### src/rtl/car_draw_scheduler_pkg.sv
// Shared constants, FSM state encoding and a width helper for the car scheduler.
package car_draw_scheduler_pkg;

  localparam int DEF_NUM_CARS     = 8;
  localparam int DEF_FRAME_CYCLES = 833334;  // 60 Hz at 50 MHz
  localparam int DEF_SPAWN_GAP    = 30;
  localparam int DEF_WATCHDOG     = 4096;

  typedef enum logic [2:0] {
    S_IDLE,
    S_START,
    S_WAIT_FRAME,
    S_SCAN,
    S_GRANT,
    S_SETTLE,
    S_WAIT_DONE
  } sched_state_e;

  // Bits needed to hold values 0..v-1, never less than 1.
  function automatic int clog2(input int v);
    int r;
    r = 1;
    while ((1 << r) < v) r++;
    return r;
  endfunction

endpackage

### src/rtl/car_draw_scheduler_frame_timer.sv
// Free-running frame counter; tick is high in the wrap cycle.
module car_draw_scheduler_frame_timer
  import car_draw_scheduler_pkg::*;
#(
  parameter int FRAME_CYCLES = DEF_FRAME_CYCLES
) (
  input  logic clk,
  input  logic reset,
  output logic frame_tick_o
);

  localparam int FW = clog2(FRAME_CYCLES);
  localparam logic [FW-1:0] LAST = FW'(FRAME_CYCLES - 1);

  logic [FW-1:0] cnt_q, cnt_d;

  // Count up and wrap at the last cycle of the frame.
  always_comb begin
    cnt_d = (cnt_q == LAST) ? '0 : cnt_q + FW'(1);
  end

  // Counter register.
  always_ff @(posedge clk or posedge reset) begin
    if (reset) cnt_q <= '0;
    else       cnt_q <= cnt_d;
  end

  assign frame_tick_o = (cnt_q == LAST);

endmodule

### src/rtl/car_draw_scheduler.sv
// Stage master: starts a stage, releases cars on a spawn schedule and hands
// out one VGA turn per waiting car per frame, strictly in index order.
module car_draw_scheduler
  import car_draw_scheduler_pkg::*;
#(
  parameter int NUM_CARS     = DEF_NUM_CARS,
  parameter int FRAME_CYCLES = DEF_FRAME_CYCLES,
  parameter int SPAWN_GAP    = DEF_SPAWN_GAP,
  parameter int WATCHDOG     = DEF_WATCHDOG
) (
  input  logic                clk,
  input  logic                reset,
  input  logic                stage_start,
  input  logic [NUM_CARS-1:0] car_wait_draw,
  input  logic [NUM_CARS-1:0] car_destroyed_state,
  output logic                initiate,
  output logic [NUM_CARS-1:0] initial_delay_done,
  output logic [NUM_CARS-1:0] enable_draw,
  output logic                frame_tick,
  output logic                stage_active,
  output logic                stage_clear,
  output logic                frame_overrun,
  output logic                watchdog_err
);

  localparam int IW        = clog2(NUM_CARS + 1);
  localparam int WW        = clog2(WATCHDOG + 1);
  localparam int SPAWN_MAX = (NUM_CARS - 1) * SPAWN_GAP;
  localparam int SW        = clog2(SPAWN_MAX + 1);

  sched_state_e        state_q, state_d;
  logic [IW-1:0]       idx_q, idx_d;
  logic [WW-1:0]       wd_q, wd_d;
  logic [SW-1:0]       spawn_q, spawn_d;
  logic [NUM_CARS-1:0] idd_q, idd_d;
  logic                active_q, active_d;
  logic                clear_q, clear_d;
  logic                ovr_q, ovr_d;
  logic                wderr_q, wderr_d;

  logic sel_wait, sel_dead, busy, wd_expired, all_dead;

  car_draw_scheduler_frame_timer #(.FRAME_CYCLES(FRAME_CYCLES)) u_timer (
    .clk         (clk),
    .reset       (reset),
    .frame_tick_o(frame_tick)
  );

  // Pick the handshake bits of the car currently addressed by idx.
  always_comb begin
    sel_wait = 1'b0;
    sel_dead = 1'b0;
    for (int i = 0; i < NUM_CARS; i++) begin
      if (idx_q == IW'(i)) begin
        sel_wait = car_wait_draw[i];
        sel_dead = car_destroyed_state[i];
      end
    end
  end

  assign all_dead   = &car_destroyed_state;
  assign wd_expired = (wd_q >= WW'(WATCHDOG));
  assign busy       = (state_q == S_SCAN) || (state_q == S_GRANT) ||
                      (state_q == S_SETTLE) || (state_q == S_WAIT_DONE);

  // Next-state logic for the grant FSM, watchdog and sticky flags.
  always_comb begin
    state_d  = state_q;
    idx_d    = idx_q;
    wd_d     = wd_q;
    active_d = active_q;
    clear_d  = 1'b0;
    ovr_d    = ovr_q | (frame_tick & busy);  // tick mid-pass is dropped, not queued
    wderr_d  = wderr_q;
    case (state_q)
      S_IDLE: begin
        if (stage_start) begin
          state_d  = S_START;
          active_d = 1'b1;
        end
      end
      S_START: begin
        state_d = S_WAIT_FRAME;
        idx_d   = '0;
        ovr_d   = 1'b0;
        wderr_d = 1'b0;
      end
      S_WAIT_FRAME: begin
        // Clear has priority over a coincident tick.
        if (active_q && all_dead) begin
          clear_d  = 1'b1;
          active_d = 1'b0;
          state_d  = S_IDLE;
        end else if (frame_tick) begin
          state_d = S_SCAN;
          idx_d   = '0;
        end
      end
      S_SCAN: begin
        if (idx_q == IW'(NUM_CARS)) state_d = S_WAIT_FRAME;
        else if (sel_wait)          state_d = S_GRANT;
        else                        idx_d   = idx_q + IW'(1);
      end
      S_GRANT: begin
        state_d = S_SETTLE;
        wd_d    = WW'(1);
      end
      S_SETTLE: begin
        state_d = S_WAIT_DONE;
        wd_d    = wd_q + WW'(1);
      end
      S_WAIT_DONE: begin
        wd_d = wd_q + WW'(1);
        if (sel_wait || sel_dead) begin
          state_d = S_SCAN;
          idx_d   = idx_q + IW'(1);
        end else if (wd_expired) begin
          wderr_d = 1'b1;
          state_d = S_SCAN;
          idx_d   = idx_q + IW'(1);
        end
      end
      default: state_d = S_IDLE;
    endcase
  end

  // Spawn frame counter and latched per-car release bits.
  always_comb begin
    spawn_d = spawn_q;
    idd_d   = idd_q;
    if (state_q == S_START) begin
      spawn_d  = '0;
      idd_d    = '0;
      idd_d[0] = 1'b1;
    end else if (active_q) begin
      if (frame_tick && (spawn_q != SW'(SPAWN_MAX))) spawn_d = spawn_q + SW'(1);
      for (int i = 0; i < NUM_CARS; i++)
        if (int'(spawn_q) >= i * SPAWN_GAP) idd_d[i] = 1'b1;
    end
  end

  // State registers.
  always_ff @(posedge clk or posedge reset) begin
    if (reset) begin
      state_q  <= S_IDLE;
      idx_q    <= '0;
      wd_q     <= '0;
      spawn_q  <= '0;
      idd_q    <= '0;
      active_q <= 1'b0;
      clear_q  <= 1'b0;
      ovr_q    <= 1'b0;
      wderr_q  <= 1'b0;
    end else begin
      state_q  <= state_d;
      idx_q    <= idx_d;
      wd_q     <= wd_d;
      spawn_q  <= spawn_d;
      idd_q    <= idd_d;
      active_q <= active_d;
      clear_q  <= clear_d;
      ovr_q    <= ovr_d;
      wderr_q  <= wderr_d;
    end
  end

  // One-hot grant decoded from the register, so reset kills it immediately.
  always_comb begin
    enable_draw = '0;
    if (state_q == S_GRANT)
      for (int i = 0; i < NUM_CARS; i++)
        if (idx_q == IW'(i)) enable_draw[i] = 1'b1;
  end

  assign initiate           = (state_q == S_START);
  assign initial_delay_done = idd_q;
  assign stage_active       = active_q;
  assign stage_clear        = clear_q;
  assign frame_overrun      = ovr_q;
  assign watchdog_err       = wderr_q;

endmodule

### config.mk
export PLATFORM = sky130hd
export DESIGN_NAME = car_draw_scheduler
export DESIGN_NICKNAME = d
export VERILOG_FILES = /design/src/rtl/car_draw_scheduler_pkg.sv /design/src/rtl/car_draw_scheduler_frame_timer.sv /design/src/rtl/car_draw_scheduler.sv
export SDC_FILE = /design/constraint.sdc
export NUM_CORES = 1
export LEC_CHECK = 0
export BUFFER_PORTS_ARGS = -buffer_cell sky130_fd_sc_hd__buf_4
export CORE_MARGIN = 2
export CORE_UTILIZATION = 45
export DETAILED_ROUTE_END_ITERATION = 8
export SYNTH_ARGS = -nofsm -noshare
export SYNTH_HDL_FRONTEND = slang
export SYNTH_SLANG_ARGS = --single-unit
### constraint.sdc
create_clock -name clk -period 2.8 [get_ports clk]
set_clock_uncertainty 0.1 [all_clocks]
set_input_delay 0.28 -clock clk [delete_from_list [all_inputs] [get_ports clk]]
set_output_delay 0.28 -clock clk [all_outputs]
set_load 0.02 [all_outputs]
==> results.json <==
{
  "slew_violations": 0,
  "grt_pass1_vias": 2662,
  "critPathTopFamily": "compound AO/OA/AOI/OAI gates",
  "overflow": 0,
  "vias_per_cell": 5.35,
  "cpPeakStageDelay_ns": 0.42,
  "synthCells": 387,
  "rsz0062_at_grt": "no",
  "start_kind": "register",
  "yosysSeqAreaShare_pct": 44.2,
  "firstDrtPassIters": 4,
  "seq_area_um2": 1500,
  "async_flop_share_pct": 100,
  "drc": 0,
  "dieArea_um2": 8260,
  "netlist_area_um2": 3400,
  "track_usage_pct": 19.1,
  "pwr_density_cell_nw_per_um2": 394,
  "path_max_fanout": 12,
  "clock_path_buffers": 2,
  "setup_violations": 0,
  "synth_top_cell_by_area": "dfrtp_1",
  "crit_chain": "inv_1, ha_1, nand3b_1, a21oi_1, a21oi_1, o22ai_1, mux2_4, and2_4, a22o_1",
  "peakVddDrop_mv": 0.300,
  "wl_per_cell_um": 13.7,
  "ant_nets": 0,
  "cts_setup_buffers": 0,
  "crit_buf_inv": 1,
  "fin_crit_ns": 2.60,
  "fin_crit_sh_pct": 92.9,
  "multi_input_area_um2": 1770,
  "ys_warn_count": 0,
  "slew_headroom_pct": 53.4,
  "rows": 31,
  "layout.cells.non_filler": 532,
  "cp.required_ns": 2.92,
  "crit_arrival_ns": 2.72,
  "drt_wl_total_um": 7310,
  "cpMaxStageDelayCell": "dfrtp_1",
  "crit_type": "reg2reg",
  "synth-edff-count": 0,
  "antenna_cells": 0,
  "synth_area_leaders": "dfrtp_1 44%, nor2_1 5.7%, nand2_1 4.5%, xor2_1 4.1%, ha_1 3.7%",
  "cpMostUsedCell": "a21oi_1",
  "tightest_slew_ns": 0.698,
  "fin_nets": 458,
  "die_y_um": 90.9,
  "hold_path.class": "in2reg",
  "grt_max_degree": 34,
  "area_growth_pct": 16.9,
  "numCtsBuffers": 9,
  "drive_above_1_share_pct": 17.3,
  "synth_cell_type_count": 54,
  "start_util_pct": 46.6,
  "fillers": 702,
  "synth.avg_cell_area_um2": 8.78,
  "synth_nets": 416,
  "dp_cells": 516,
  "h-tree-depth": 3,
  "die-width_um": 90.9,
  "cts_tree": "yes",
  "cap_viol_max_count": 0,
  "max_freq_ghz": 0.384,
  "yosys-top-cells-count": "60 x dfrtp_1, 52 x nor2_1, 41 x nand2_1",
  "drt_iter0_drc": 183,
  "cp-end-kind": "register",
  "p_total_mw": 1.57,
  "cts-root-buf": "clkbuf_8",
  "netlist.area_leader.share_pct": 44.2,
  "finalHoldViolCount": 0,
  "insertion_delay_ns": 0.34,
  "ys_seq_elements": 60,
  "core_um2": 7290,
  "vias": 2846,
  "io_buffers": 40,
  "fin_util_pct": 54.5,
  "path_clk_slew_ns": 0.07,
  "grt_pass1_wl_um": 12800,
  "tns_ns": 0,
  "synthFlopType": "dfrtp_1",
  "gp_congestion": 0.799,
  "status": "completed",
  "synth_most_common_cell": "dfrtp_1",
  "cts_sinks": 60,
  "antenna_found_initial": 0,
  "io_pins": 41,
  "leakagePower_nw": 1.84,
  "dp_hpwl_um": 5100
}
repair_timing:
| action | CTS | global route |
|---|---|---|
| hold buffers | 1 | 0 |
| setup endpoints to repair | 0 | 0 |
| hold endpoints to repair | 31 | 0 |
| gates resized for setup | 0 | 0 |
power by group:
group          internal (mW)  switching [mW]  leakage, nW
Combinational         0.0227          0.0291        0.943
Sequential             0.867               0        0.814
Clock                  0.307           0.342       0.0844
worst register-to-register path: cells and delay by family, from the launching register on:
kind | cells | cell delay, ns
flip-flops | 1 | 0.42
AO/OA/AOI/OAI | 4 | 0.81
AND/OR/NAND/NOR | 2 | 0.38
buffers and inverters | 1 | 0.10
multiplexers | 1 | 0.37
adder cells (fa/ha/maj) | 1 | 0.33
through the flow:
step	hold WS (ns)	area [um^2]	setup WS, ns
after floorplan	0.350	3400	0.441
after global placement	0.346	3810	0.292
after detailed placement	0.351	3810	0.233
after CTS	0.136	3970	0.221
after global routing	0.172	3970	0.0160
final	0.157	3970	0.199
area by class of cell:
type                    count  area share, %
multi-input cells         295           44.5
inverters                  14           1.32
clock inverters             6          0.819
well taps                  99           3.12
flip-flops and latches     60           37.8
repair buffers             49           9.32
clock buffers               9           3.12
layer usage:
layer  GRT usage (%)  routed length (um)  up-vias
li1                -                   -     1431
met1            27.3                3680     1346
met2            28.5                3230       63
met3            4.34                 329        6
met4            6.82                  69        0
met5               0                   0        -
state kept, by name (all words and copies together), names as in the netlist:
signal,flops
u_timer.cnt_q,20
stage_clear,1
initial_delay_done,8
stage_active,1
watchdog_err,1
spawn_q,8
frame_overrun,1
wd_q,13
state_q,3
idx_q,4
kinds of logic after synthesis:
logic type,synth area share [%]
and+or+nand+nor,27.0
AOI/OAI and AO/OA,13.4
DFF,44.2
buffers and inverters,3.76
xor gates and xnor gates,6.70
adders and majority gates,3.68
muxes,1.36
cell usage in the layout (no fill, tap or decap), types with 9 or more instances in the layout:
master	count
nand3_1	16
inv_1	13
o21ai_0	24
and3_1	12
a21oi_1	22
dfrtp_1	60
buf_4	48
xor2_1	16
nor2_1	52
xnor2_1	10
nand4_1	11
clkbuf_8	9
nand2_1	41
ha_1	10
worst paths after layout:
kind | endpoint | slack [ns] | depth (start not counted) | from
max in group asynchronous | wd_q[2] | 1.35 | 4 | reset
setup / recovery | idx_q[2] | 0.20 | 9 | idx_q[0]
min in group asynchronous | initial_delay_done[2] | 0.51 | 3 | reset
hold reg to reg | initial_delay_done[0] | 0.38 | 1 | initial_delay_done[0]
setup reg to reg | idx_q[2] | 0.20 | 9 | idx_q[0]
hold / removal | stage_active | 0.16 | 3 | stage_start
No activity file was read; power rests on OpenSTA's default activity.
